## src/rtl/sram_arbiter.sv

```systemverilog
// External asynchronous SRAM arbiter and sequencer.
// Multiplexes NUM_CLIENTS requesters onto one SRAM port with round-robin or fixed-priority
// arbitration, generates registered WE#/OE#/data-enable timing with configurable wait states,
// and returns a one-hot per-client ack with registered read data.
module sram_arbiter #(
   parameter int unsigned NUM_CLIENTS = 2,
   parameter int unsigned ADDR_W      = 21,
   parameter int unsigned DATA_W      = 8,
   parameter int unsigned WAIT_STATES = 1,
   parameter int unsigned PRIO_MODE   = 0
) (
   input  logic                          clk_sys,
   input  logic                          res_n_i,
   input  logic [NUM_CLIENTS-1:0]        req,
   input  logic [NUM_CLIENTS-1:0]        we,
   input  logic [NUM_CLIENTS*ADDR_W-1:0] addr,
   input  logic [NUM_CLIENTS*DATA_W-1:0] wdata,
   output logic [NUM_CLIENTS-1:0]        ack,
   output logic [DATA_W-1:0]             rdata,
   output logic                          busy,
   output logic [2:0]                    grant_id,
   output logic [ADDR_W-1:0]             sram_a,
   output logic [DATA_W-1:0]             sram_d_o,
   output logic                          sram_d_oe,
   input  logic [DATA_W-1:0]             sram_d_i,
   output logic                          sram_we_n,
   output logic                          sram_oe_n
);

   localparam logic [1:0] StIdle   = 2'd0;
   localparam logic [1:0] StAccess = 2'd1;
   localparam logic [1:0] StDone   = 2'd2;

   logic [1:0]             state_q, state_d;
   logic [3:0]             cnt_q, cnt_d;
   logic [2:0]             ptr_q, ptr_d;
   logic                   wr_q, wr_d;
   logic [2:0]             gid_q, gid_d;
   logic [NUM_CLIENTS-1:0] ack_q, ack_d;
   logic [DATA_W-1:0]      rdata_q, rdata_d;
   logic [ADDR_W-1:0]      sa_q, sa_d;
   logic [DATA_W-1:0]      do_q, do_d;
   logic                   doe_q, doe_d;
   logic                   wen_q, wen_d;
   logic                   oen_q, oen_d;

   logic [7:0]  req_ext;
   logic [7:0]  we_ext;
   logic [7:0]  ack_onehot;
   logic [31:0] cand;
   logic        win_valid;
   logic [2:0]  win_idx;
   logic [ADDR_W-1:0] win_addr;
   logic [DATA_W-1:0] win_wdata;

   // Pad request/write vectors to 8 so any 3-bit client index selects a valid bit.
   always_comb begin
      req_ext = '0;
      we_ext  = '0;
      req_ext[NUM_CLIENTS-1:0] = req;
      we_ext[NUM_CLIENTS-1:0]  = we;
   end

   // Winner selection: rotating search from ptr+1, or lowest index in fixed-priority mode.
   always_comb begin
      win_valid = 1'b0;
      win_idx   = '0;
      cand      = '0;
      for (int unsigned i = 0; i < NUM_CLIENTS; i++) begin
         if (PRIO_MODE != 0) begin
            cand = i;
         end else begin
            cand = (32'(ptr_q) + 32'd1 + i) % NUM_CLIENTS;
         end
         if (!win_valid && req_ext[cand[2:0]]) begin
            win_valid = 1'b1;
            win_idx   = cand[2:0];
         end
      end
   end

   assign win_addr  = addr[32'(win_idx) * ADDR_W +: ADDR_W];
   assign win_wdata = wdata[32'(win_idx) * DATA_W +: DATA_W];

   // Sequencer next state: all SRAM pins are computed here and registered below.
   always_comb begin
      state_d    = state_q;
      cnt_d      = cnt_q;
      ptr_d      = ptr_q;
      wr_d       = wr_q;
      gid_d      = gid_q;
      ack_d      = '0;
      rdata_d    = rdata_q;
      sa_d       = sa_q;
      do_d       = do_q;
      doe_d      = doe_q;
      wen_d      = wen_q;
      oen_d      = oen_q;
      ack_onehot = 8'd1 << gid_q;
      case (state_q)
         StIdle: begin
            if (win_valid) begin
               state_d = StAccess;
               cnt_d   = '0;
               gid_d   = win_idx;
               if (PRIO_MODE == 0) begin
                  ptr_d = win_idx;
               end
               wr_d = we_ext[win_idx];
               sa_d = win_addr;
               if (we_ext[win_idx]) begin
                  wen_d = 1'b0;
                  doe_d = 1'b1;
                  do_d  = win_wdata;
               end else begin
                  oen_d = 1'b0;
                  doe_d = 1'b0;
               end
            end
         end
         StAccess: begin
            if (cnt_q == 4'(WAIT_STATES)) begin
               state_d = StDone;
               wen_d   = 1'b1;
               oen_d   = 1'b1;
               ack_d   = ack_onehot[NUM_CLIENTS-1:0];
               if (!wr_q) begin
                  rdata_d = sram_d_i;
               end
            end else begin
               cnt_d = cnt_q + 4'd1;
            end
         end
         StDone: begin
            // Write data was held through this cycle; release the bus now.
            state_d = StIdle;
            doe_d   = 1'b0;
         end
         default: begin
            state_d = StIdle;
         end
      endcase
   end

   // State registers; async reset releases the SRAM bus immediately.
   always_ff @(posedge clk_sys or negedge res_n_i) begin
      if (!res_n_i) begin
         state_q <= StIdle;
         cnt_q   <= '0;
         ptr_q   <= 3'(NUM_CLIENTS - 1);
         wr_q    <= 1'b0;
         gid_q   <= '0;
         ack_q   <= '0;
         rdata_q <= '0;
         sa_q    <= '0;
         do_q    <= '0;
         doe_q   <= 1'b0;
         wen_q   <= 1'b1;
         oen_q   <= 1'b1;
      end else begin
         state_q <= state_d;
         cnt_q   <= cnt_d;
         ptr_q   <= ptr_d;
         wr_q    <= wr_d;
         gid_q   <= gid_d;
         ack_q   <= ack_d;
         rdata_q <= rdata_d;
         sa_q    <= sa_d;
         do_q    <= do_d;
         doe_q   <= doe_d;
         wen_q   <= wen_d;
         oen_q   <= oen_d;
      end
   end

   assign ack       = ack_q;
   assign rdata     = rdata_q;
   assign busy      = (state_q != StIdle);
   assign grant_id  = gid_q;
   assign sram_a    = sa_q;
   assign sram_d_o  = do_q;
   assign sram_d_oe = doe_q;
   assign sram_we_n = wen_q;
   assign sram_oe_n = oen_q;

endmodule

```

## config.mk

```make
export PLATFORM = sky130hd
export DESIGN_NAME = sram_arbiter
export DESIGN_NICKNAME = d
export VERILOG_FILES = /design/src/rtl/sram_arbiter.sv
export SDC_FILE = /design/constraint.sdc
export NUM_CORES = 1
export LEC_CHECK = 0
export CORE_MARGIN = 1.5
export CORE_UTILIZATION = 41
export DETAILED_ROUTE_END_ITERATION = 8
export PLACE_DENSITY = 0.81
export RECOVER_POWER = 100
export SLEW_MARGIN = 10
export SYNTH_ARGS = -nofsm -noshare
export SYNTH_HDL_FRONTEND = slang
export SYNTH_SLANG_ARGS = --single-unit
```

## constraint.sdc

```tcl
create_clock -name clk_sys -period 2.5 [get_ports clk_sys]
set_clock_uncertainty 0.1 [all_clocks]
set_input_delay 0.5 -clock clk_sys [delete_from_list [all_inputs] [get_ports clk_sys]]
set_output_delay 0.5 -clock clk_sys [all_outputs]
set_load 0.05 [all_outputs]
```

; After elaboration in Yosys (flattened, before gate mapping)
; Index checks and enable logic that the tools add are counted.
[classes]
add_sub_neg = 3
multipliers = 1
order_cmp = 3
eq_ne = 8
shifts = 3
mux = 28
n_bitwise = 1
n_reduce_logical = 14
[op_table]
columns = cell, n
row1 = 42-bit by 9-bit variable part select with 21-bit output, 1
row2 = 1-bit two-way mux, 16
row3 = 16-bit by 7-bit variable part select with 8-bit output, 1
row4 = 2-bit inequality test (second input constant), 5
row5 = 3-bit AND reduction, 3
row6 = 1-bit by 4-bit < comparator with 1-bit output (second input constant), 2
row7 = 3-bit by 5-bit multiplier with 8-bit output (second input constant), 1
row8 = 2-bit two-way mux, 4
row9 = 4-bit two-way mux, 2
row10 = 4-bit case mux with 2 select lines, 1
row11 = 4-bit AND reduction, 2
row12 = 1-bit case mux with 2 select lines, 3
row13 = 2-bit AND reduction, 3
row14 = 2-bit nonzero test, 3
row15 = 4-bit by 1-bit adder with 4-bit output (second input constant), 1
row16 = 4-bit by 1-bit == test with 1-bit output (second input constant), 1
row17 = 3-bit by 4-bit < comparator with 1-bit output (second input constant), 1
row18 = 2-bit case mux with 2 select lines, 1
row19 = 1-bit binary-select mux with 3-bit select, 1
row20 = 1-bit by 3-bit << shifter with 2-bit output (first input constant), 1
row21 = 1-bit adder (second input constant), 2
row22 = 2-bit by 1-bit == test with 1-bit output (second input constant), 1
row23 = 2-bit == test (second input constant), 1
row24 = 2-bit logical NOT, 1
row25 = other kinds (3), 3
[word_totals]
register_bits = 53
inputBits = 72
word_cells = 73

; Longest topological paths before layout
; Gate-level depths: netlist (run 1).
[logic_depth]
word_depth = 12
depth_mapped = 6
depth_no_buf = 5

; Worst setup path after synthesis (run 1)
; No wires, ideal clock.
[synth_timing]
path_type = reg2reg
start = reg cnt_q[1]
end = reg rdata_q[0], in the netlist rdata[0]
setup_ns = 0.125
t_arrival_ns = 1.673
required_ns = 2.275
slack_ns = 0.602
stages_incl_launch_ff = 7
n_path_buf = 1
cell_sequence = dfrtp_1 > inv_1 > ha_1 > or3b_1 > buf_2 > nor3_4 > mux2_2
[synth_between]
elab_chain_len = 2
[synth_lines]
columns = item, line
row1 = from (decl), 35  ; logic [3:0] cnt_q, cnt_d;
row2 = from (signal assigned), 162  ; cnt_q <= cnt_d;
row3 = 4-bit by 1-bit == test with 1-bit output, 122  ; if (cnt_q == 4'(WAIT_STATES)) begin
row4 = 3-bit AND reduction (no source line), -
row5 = to (signal assigned), 167  ; rdata_q <= rdata_d;
row6 = to (decl), 40  ; logic [DATA_W-1:0] rdata_q, rdata_d;
; Every way passes these cells.
; A chain may end at the register's enable or synchronous reset.

; Final worst setup path (run 1)
[layout_timing]
start = in req[0]
end = reg sa_q[0], in the netlist sram_a[0]
[layout_between]
elab_chain_len = 8
[layout_lines]
columns = item, line
row1 = from (decl), 14  ; input logic [NUM_CLIENTS-1:0] req,
row2 = 1-bit two-way mux (implied by the code) (2 in a row), 75  ; if (!win_valid && req_ext[cand[2:0]]) begin
row3 = 1-bit two-way mux, 75
row4 = 1-bit logical NOT, 75
row5 = 1-bit logical AND, 75
row6 = 1-bit two-way mux, 75
row7 = 3-bit by 5-bit multiplier with 8-bit output, 82  ; assign win_addr = addr[32'(win_idx) * ADDR_W +: ADDR_W];
row8 = 42-bit by 9-bit variable part select with 21-bit output, 82
row9 = to (signal assigned), 155  ; sa_q <= '0;
row10 = to (signal assigned), 168  ; sa_q <= sa_d;
row11 = to (decl), 41  ; logic [ADDR_W-1:0] sa_q, sa_d;
; Parallel ways exist; a longest one is shown, timed or not. The select of a mux whose other input is x is not followed.

==> results.ini, run 1 <==
[placed_design]
place_inst=373
gp_congestion=0.795
io_buffers=115
dp_hpwl_um=4680

[clock_tree]
cts_tree=built
hold_buffers=0
clock_path_buffers=2
cts_buffers=5
path_clk_slew_ns=0.09
htree_num_levels=2
cts.sinks=51
clockRootBuffer=clkbuf_8
insertion_delay_ns=0.30

[run_status]
status=complete, no violations

[die]
core_area_mm2=0.00564
die_height_um=80.2
start_util_pct=43.3
rows=27
pin_count=118
die_w_um=80.2
fp.dieArea_mm2=0.00643

[flow_run]
drv_cap=0

[detailed_routing]
routed_wl_um=5950
vias=1917
first_pass_iters=5
via_per_inst=5.03
ant_nets=0
drt_iter0_drc=76
drc=0
wire_per_inst_um=15.6

[hold_path]
hp-class=in -> async

[pwr]
leakagePower_nw=1.56
max-vdd-ir-drop_v=0.000919
powerDensity_mw_per_mm2=1330

[finish]
regArea_mm2=0.00128
mostFrequentLayoutCell=clkdlybuf4s50_1
multi_input_area_mm2=0.00104
stdcell_count=381
mostFrequentLayoutCells=clkdlybuf4s50_1 (69), mux2_2 (52), dfrtp_1 (48)
area_delta_synth_final_pct=53.0
antenna_cells=0
layout-drive-gt1-share_pct=23.3
fill_cells=468
utilization_pct=66.3
layout.nets=382

[worst_setup_path]
worstSetupStartpointType=input port
critPathBufInv=2
critPathTopFamily=buffers and inverters
critPathCaptureType=register
required_ns=2.59
arrival_ns=2.44
cpMaxStageDelayCell=dlygate4sd3_1
critical_path_class=in -> reg
critical_path.most_common_cell=mux2_2
critPathMaxStageDelay_ns=0.59
crit_fanout=24
worstPathCellList=dlygate4sd3_1, a21boi_0, buf_12, mux2_2, mux2_2

[logic_synthesis]
synthesis.area_mm2=0.00244
synthCells=190
ys_ff_latch=51
yosysWarnings=0
ys.flop_type=dfrtp_1
ys_seq_area_share_pct=52.4
synth_edf_count=0
async_flop_share_pct=100
syn_area_per_cell_um2=12.9
synth_cell_types=38

[timing]
finalCritPeriodShare_pct=94.1
tns_ns=0
period_minus_slack_ns=2.35
maxSlewHeadroom_pct=26.8
rsz0062_at_grt=false
fmax_ghz=0.425
holdWs_ns=0.276
hold_viol=0
worst_slew_pin_slew_ns=1.10
slew_viol_final=0
setup_viol=0

[grt]
gr-total-overflow=0
grt_pass1_wl_um=9780
grt_max_degree=28
grt_pass1_vias=2093
antenna_found_initial=0
grt.total_usage_pct=20.0

## cell type report
class / count / area share, %
clock inverters: 1 / 0.134
repair buffers: 123 / 32.3
well taps: 72 / 2.41
multi-input cells: 115 / 27.7
inverters: 12 / 1.20
flip-flops and latches: 51 / 34.2
clock buffers: 7 / 2.04
## state kept, by name, indices dropped and copies added, names as in the netlist
signal and cells:
sram_a 21, rdata 8, sram_d_o 8, cnt_q 4, ack 2, state_q 2, grant_id 1, ptr_q 1
sram_d_oe 1, sram_oe_n 1, sram_we_n 1, wr_q 1
## where the power goes
part / internal (mW) / total (mW) / switching, mW
combinational: 1.12 / 3.05 / 1.93
clock: 0.197 / 0.460 / 0.263
sequential: 1.25 / 1.47 / 0.224
## synthesized netlist by cell type, types with 2 or more instances
cell	number	area share, %
o21ai_0	3	0.61
nor3_1	9	1.8
clkbuf_1	2	0.31
buf_2	5	1.0
a221oi_1	9	3.2
inv_1	12	1.8
dfrtp_1	48	49
nand3_1	3	0.61
nor2b_1	2	0.51
a21oi_1	9	1.8
mux2i_1	3	1.2
mux2_2	52	24
dfstp_2	3	3.2
buf_6	2	0.92
nor2_1	2	0.31
ha_1	2	1.0
buf_4	3	0.92
## metal layers
metal  up-vias  part of all wire [%]  GRT usage [%]
met2        55                    54           36.1
met4         0                   2.1           7.76
met1       939                    39           22.7
li1        911                     -              -
met3        12                   4.4           4.55
met5         -                     0              0
## cells by family after synthesis
family / count (synthesis) / share of synthesized area (%)
other: 1 / 0.153
adders and majority gates: 2 / 1.02
DFF: 51 / 52.4
muxes: 55 / 25.2
and+or+nand+nor: 29 / 8.19
AOI/OAI and AO/OA: 27 / 7.89
buffers and inverters: 25 / 5.17
## final timing paths
kind | from | to | slack [ns] | cells after the start
max | req[0] | sram_a[0] | 0.15 | 5
min | res_n_i | state_q[1] | 0.28 | 1
max reg2reg | cnt_q[1] | rdata[6] | 0.41 | 5
min reg2reg | sram_oe_n | sram_oe_n | 0.41 | 1
max in group asynchronous | res_n_i | sram_d_o[4] | 0.86 | 2
min in group clk_sys | sram_oe_n | sram_oe_n | 0.41 | 1
## metrics by stage
step / total power [mW] / setup WS [ns] / cell area (um^2)
floorplan: 3.68 / 0.602 / 2450
global placement: 4.67 / 0.261 / 3680
finish: 4.99 / 0.149 / 3740
detailed placement: 4.73 / 0.192 / 3680
CTS: 5.19 / 0.235 / 3760
global route: 5.27 / 0.119 / 3740
## repair_timing
action,in CTS,in global routing
gates resized for setup,1,0
buffers inserted,0,0
hold endpoints to repair,0,0
endpoints found under the setup margin,1,0
(Power assumes the default switching activity.)
==> inputs of run 2 (changes only) <==
- GPL_ROUTABILITY_DRIVEN: not set -> 1
- SETUP_SLACK_MARGIN: not set -> 0.5
==> run 2 against run 1 <==
Compared with the run above:
- count of clock-buffer cells in the layout unchanged
- register-to-register slack got worse by 0.04 ns
- cell area increased by 0.60%
- utilization increased by 0.40 points
- global-route usage increased by 0.29 points
- fmax increased by 10%
- critical endpoint is now rdata[6]
- largest power group unchanged
==> results.ini, run 2 (synthesis results as in run 1) <==
[run_status]
status=complete, no violations  ; unchanged

[grt]
antenna_found_initial=0  ; unchanged
grt_max_degree=28  ; unchanged
grt_pass1_vias=2110  ; was 2093
busiest_layer=met2  ; unchanged
grt_pass1_wl_um=9920  ; was 9780 um
grt.total_usage_pct=20.3  ; was 20.0%
gr-total-overflow=0  ; unchanged
grt_util_met3_pct=4.43  ; was 4.55%
use_met1_pct=22.8  ; was 22.7%
gr-usage-met2_pct=37.1  ; was 36.1%

[finish]
mostFrequentLayoutCell=clkdlybuf4s50_1  ; unchanged
area_delta_synth_final_pct=54.0  ; was 53.0%
antenna_cells=0  ; unchanged
largest_reg_flops=21  ; unchanged
stdcell_count=386  ; was 381
layout-drive-gt1-share_pct=24.2  ; was 23.3%
layout.nets=387  ; was 382
mostFrequentLayoutCells=clkdlybuf4s50_1 (67), mux2_2 (52), dfrtp_1 (48)  ; was clkdlybuf4s50_1 (69), mux2_2 (52), dfrtp_1 (48)

[detailed_routing]
wire_per_inst_um=16.4  ; was 15.6 um
first_pass_iters=4  ; was 5
drc=0  ; unchanged
routed_wl_um=6330  ; was 5950 um
drt_iter0_drc=98  ; was 76
ant_nets=0  ; unchanged
via_per_inst=5.10  ; was 5.03
vias=1967  ; was 1917

[timing]
tns_ns=0  ; unchanged
period_minus_slack_ns=2.13  ; was 2.35 ns
maxSlewHeadroom_pct=25.6  ; was 26.8%
fmax_ghz=0.470  ; was 0.425 GHz
hold_viol=0  ; unchanged
worst_slew_pin_slew_ns=1.12  ; was 1.10 ns
setup_viol=0  ; unchanged
slew_viol_final=0  ; unchanged
finalCritPeriodShare_pct=85.1  ; was 94.1%
rsz0062_at_grt=false  ; unchanged

[die]
fp.dieArea_mm2=0.00643  ; unchanged
rows=27  ; unchanged
start_util_pct=43.3  ; unchanged
die_height_um=80.2  ; unchanged
pin_count=118  ; unchanged
core_area_mm2=0.00564  ; unchanged
die_w_um=80.2  ; unchanged

[placed_design]
place_inst=373  ; unchanged
gp_congestion=0.795  ; unchanged
io_buffers=115  ; unchanged
dp_hpwl_um=4680  ; unchanged

[clock_tree]
cts.sinks=51  ; unchanged
htree_num_levels=2  ; unchanged
path_clk_slew_ns=0.10  ; was 0.09 ns
insertion_delay_ns=0.31  ; was 0.30 ns
cts_tree=built  ; unchanged
hold_buffers=0  ; unchanged
clock_path_buffers=2  ; unchanged
cts_buffers=5  ; unchanged
clockRootBuffer=clkbuf_8  ; unchanged

[worst_setup_path]
r2r_cells=6  ; was 5
arrival_ns=2.22  ; was 2.44 ns
worstSetupStartpointType=register  ; was input port
critical_path_class=reg -> reg  ; was in -> reg
required_ns=2.59  ; about the same
crit_fanout=8  ; was 24
critPathCaptureType=register  ; unchanged

[pwr]
leakagePower_nw=1.65  ; was 1.56 nW
max-vdd-ir-drop_v=0.000858  ; was 0.000919 V
powerDensity_mw_per_mm2=1320  ; was 1330 mW/mm^2

[flow_run]
drv_cap=0  ; unchanged

[hold_path]
hp-class=in -> async  ; unchanged

[run 2: changes by cell type in the layout (fill, tap and decap cells not counted), sizes merged]
| cell | delta |
|---|---|
| dlygate4sd3 | -43 |
| dlygate4sd2 | +40 |
| buf | +3 |
| clkbuf | +3 |
| clkdlybuf4s25 | +2 |
| clkdlybuf4s50 | -2 |
| dlymetal6s2s | +2 |
[run 2: area by class of cell]
| class | instances | area (um^2) |
|---|---|---|
| Clock buffer | 7 | 76.3 |
| Clock inverter | 1 | 5.00 |
| Fill cell | 481 | 1880 |
| Inverter | 12 | 45.0 |
| Multi-Input combinational cell | 115 | 1030 |
| Sequential cell | 51 | 1280 |
| Tap cell | 72 | 90.1 |
| Timing Repair Buffer | 128 | 1240 |
[run 2: metrics by stage]
stage	cell area (um^2)	worst slack, ns	hold WS [ns]	total power, mW	utilization [%]
5_1_grt	3760	0.315	0.368	5.21	66.7
4_1_cts	3730	0.273	0.0341	4.96	66.1
3_3_place_gp	3680	0.261	0.379	4.67	65.3
3_5_place_dp	3680	0.192	0.372	4.73	65.3
2_1_floorplan	2450	0.602	0.104	3.68	-
6_report	3760	0.372	0.279	4.95	66.7
[run 2: worst paths after layout]
path | from | to | slack (ns)
setup / recovery | cnt_q[1] | rdata[6] | 0.37
hold / removal | res_n_i | state_q[1] | 0.28
setup reg to reg | cnt_q[1] | rdata[6] | 0.37
hold reg to reg | sram_a[20] | sram_a[20] | 0.41
max in group asynchronous | res_n_i | sram_d_o[4] | 0.84
min in group clk_sys | sram_a[20] | sram_a[20] | 0.41
[run 2: layer usage]
metal,vias to the layer above,share of wire [%]
met2,61,54
met4,0,2.0
met3,12,4.9
met5,-,0
li1,920,-
met1,974,39
[run 2: worst max-delay path: stages, from the launching register on]
cell	delay, ns
dfrtp_1	0.39
inv_1	0.07
ha_1	0.16
or3b_1	0.41
nor3_1	0.35
buf_12	0.19
mux2_2	0.33
[run 2: where the power goes]
part / switching [mW] / internal [mW]
Sequential: 0.228 / 1.25
Combinational: 1.95 / 1.05
Clock: 0.270 / 0.197
[run 2: timing repair]
action / CTS / global route
cloned: 0 / 2
buffers inserted: 1 / 2
setup endpoints to repair: 52 / 15
pin swaps: 1 / 2
gates resized for setup: 45 / 8
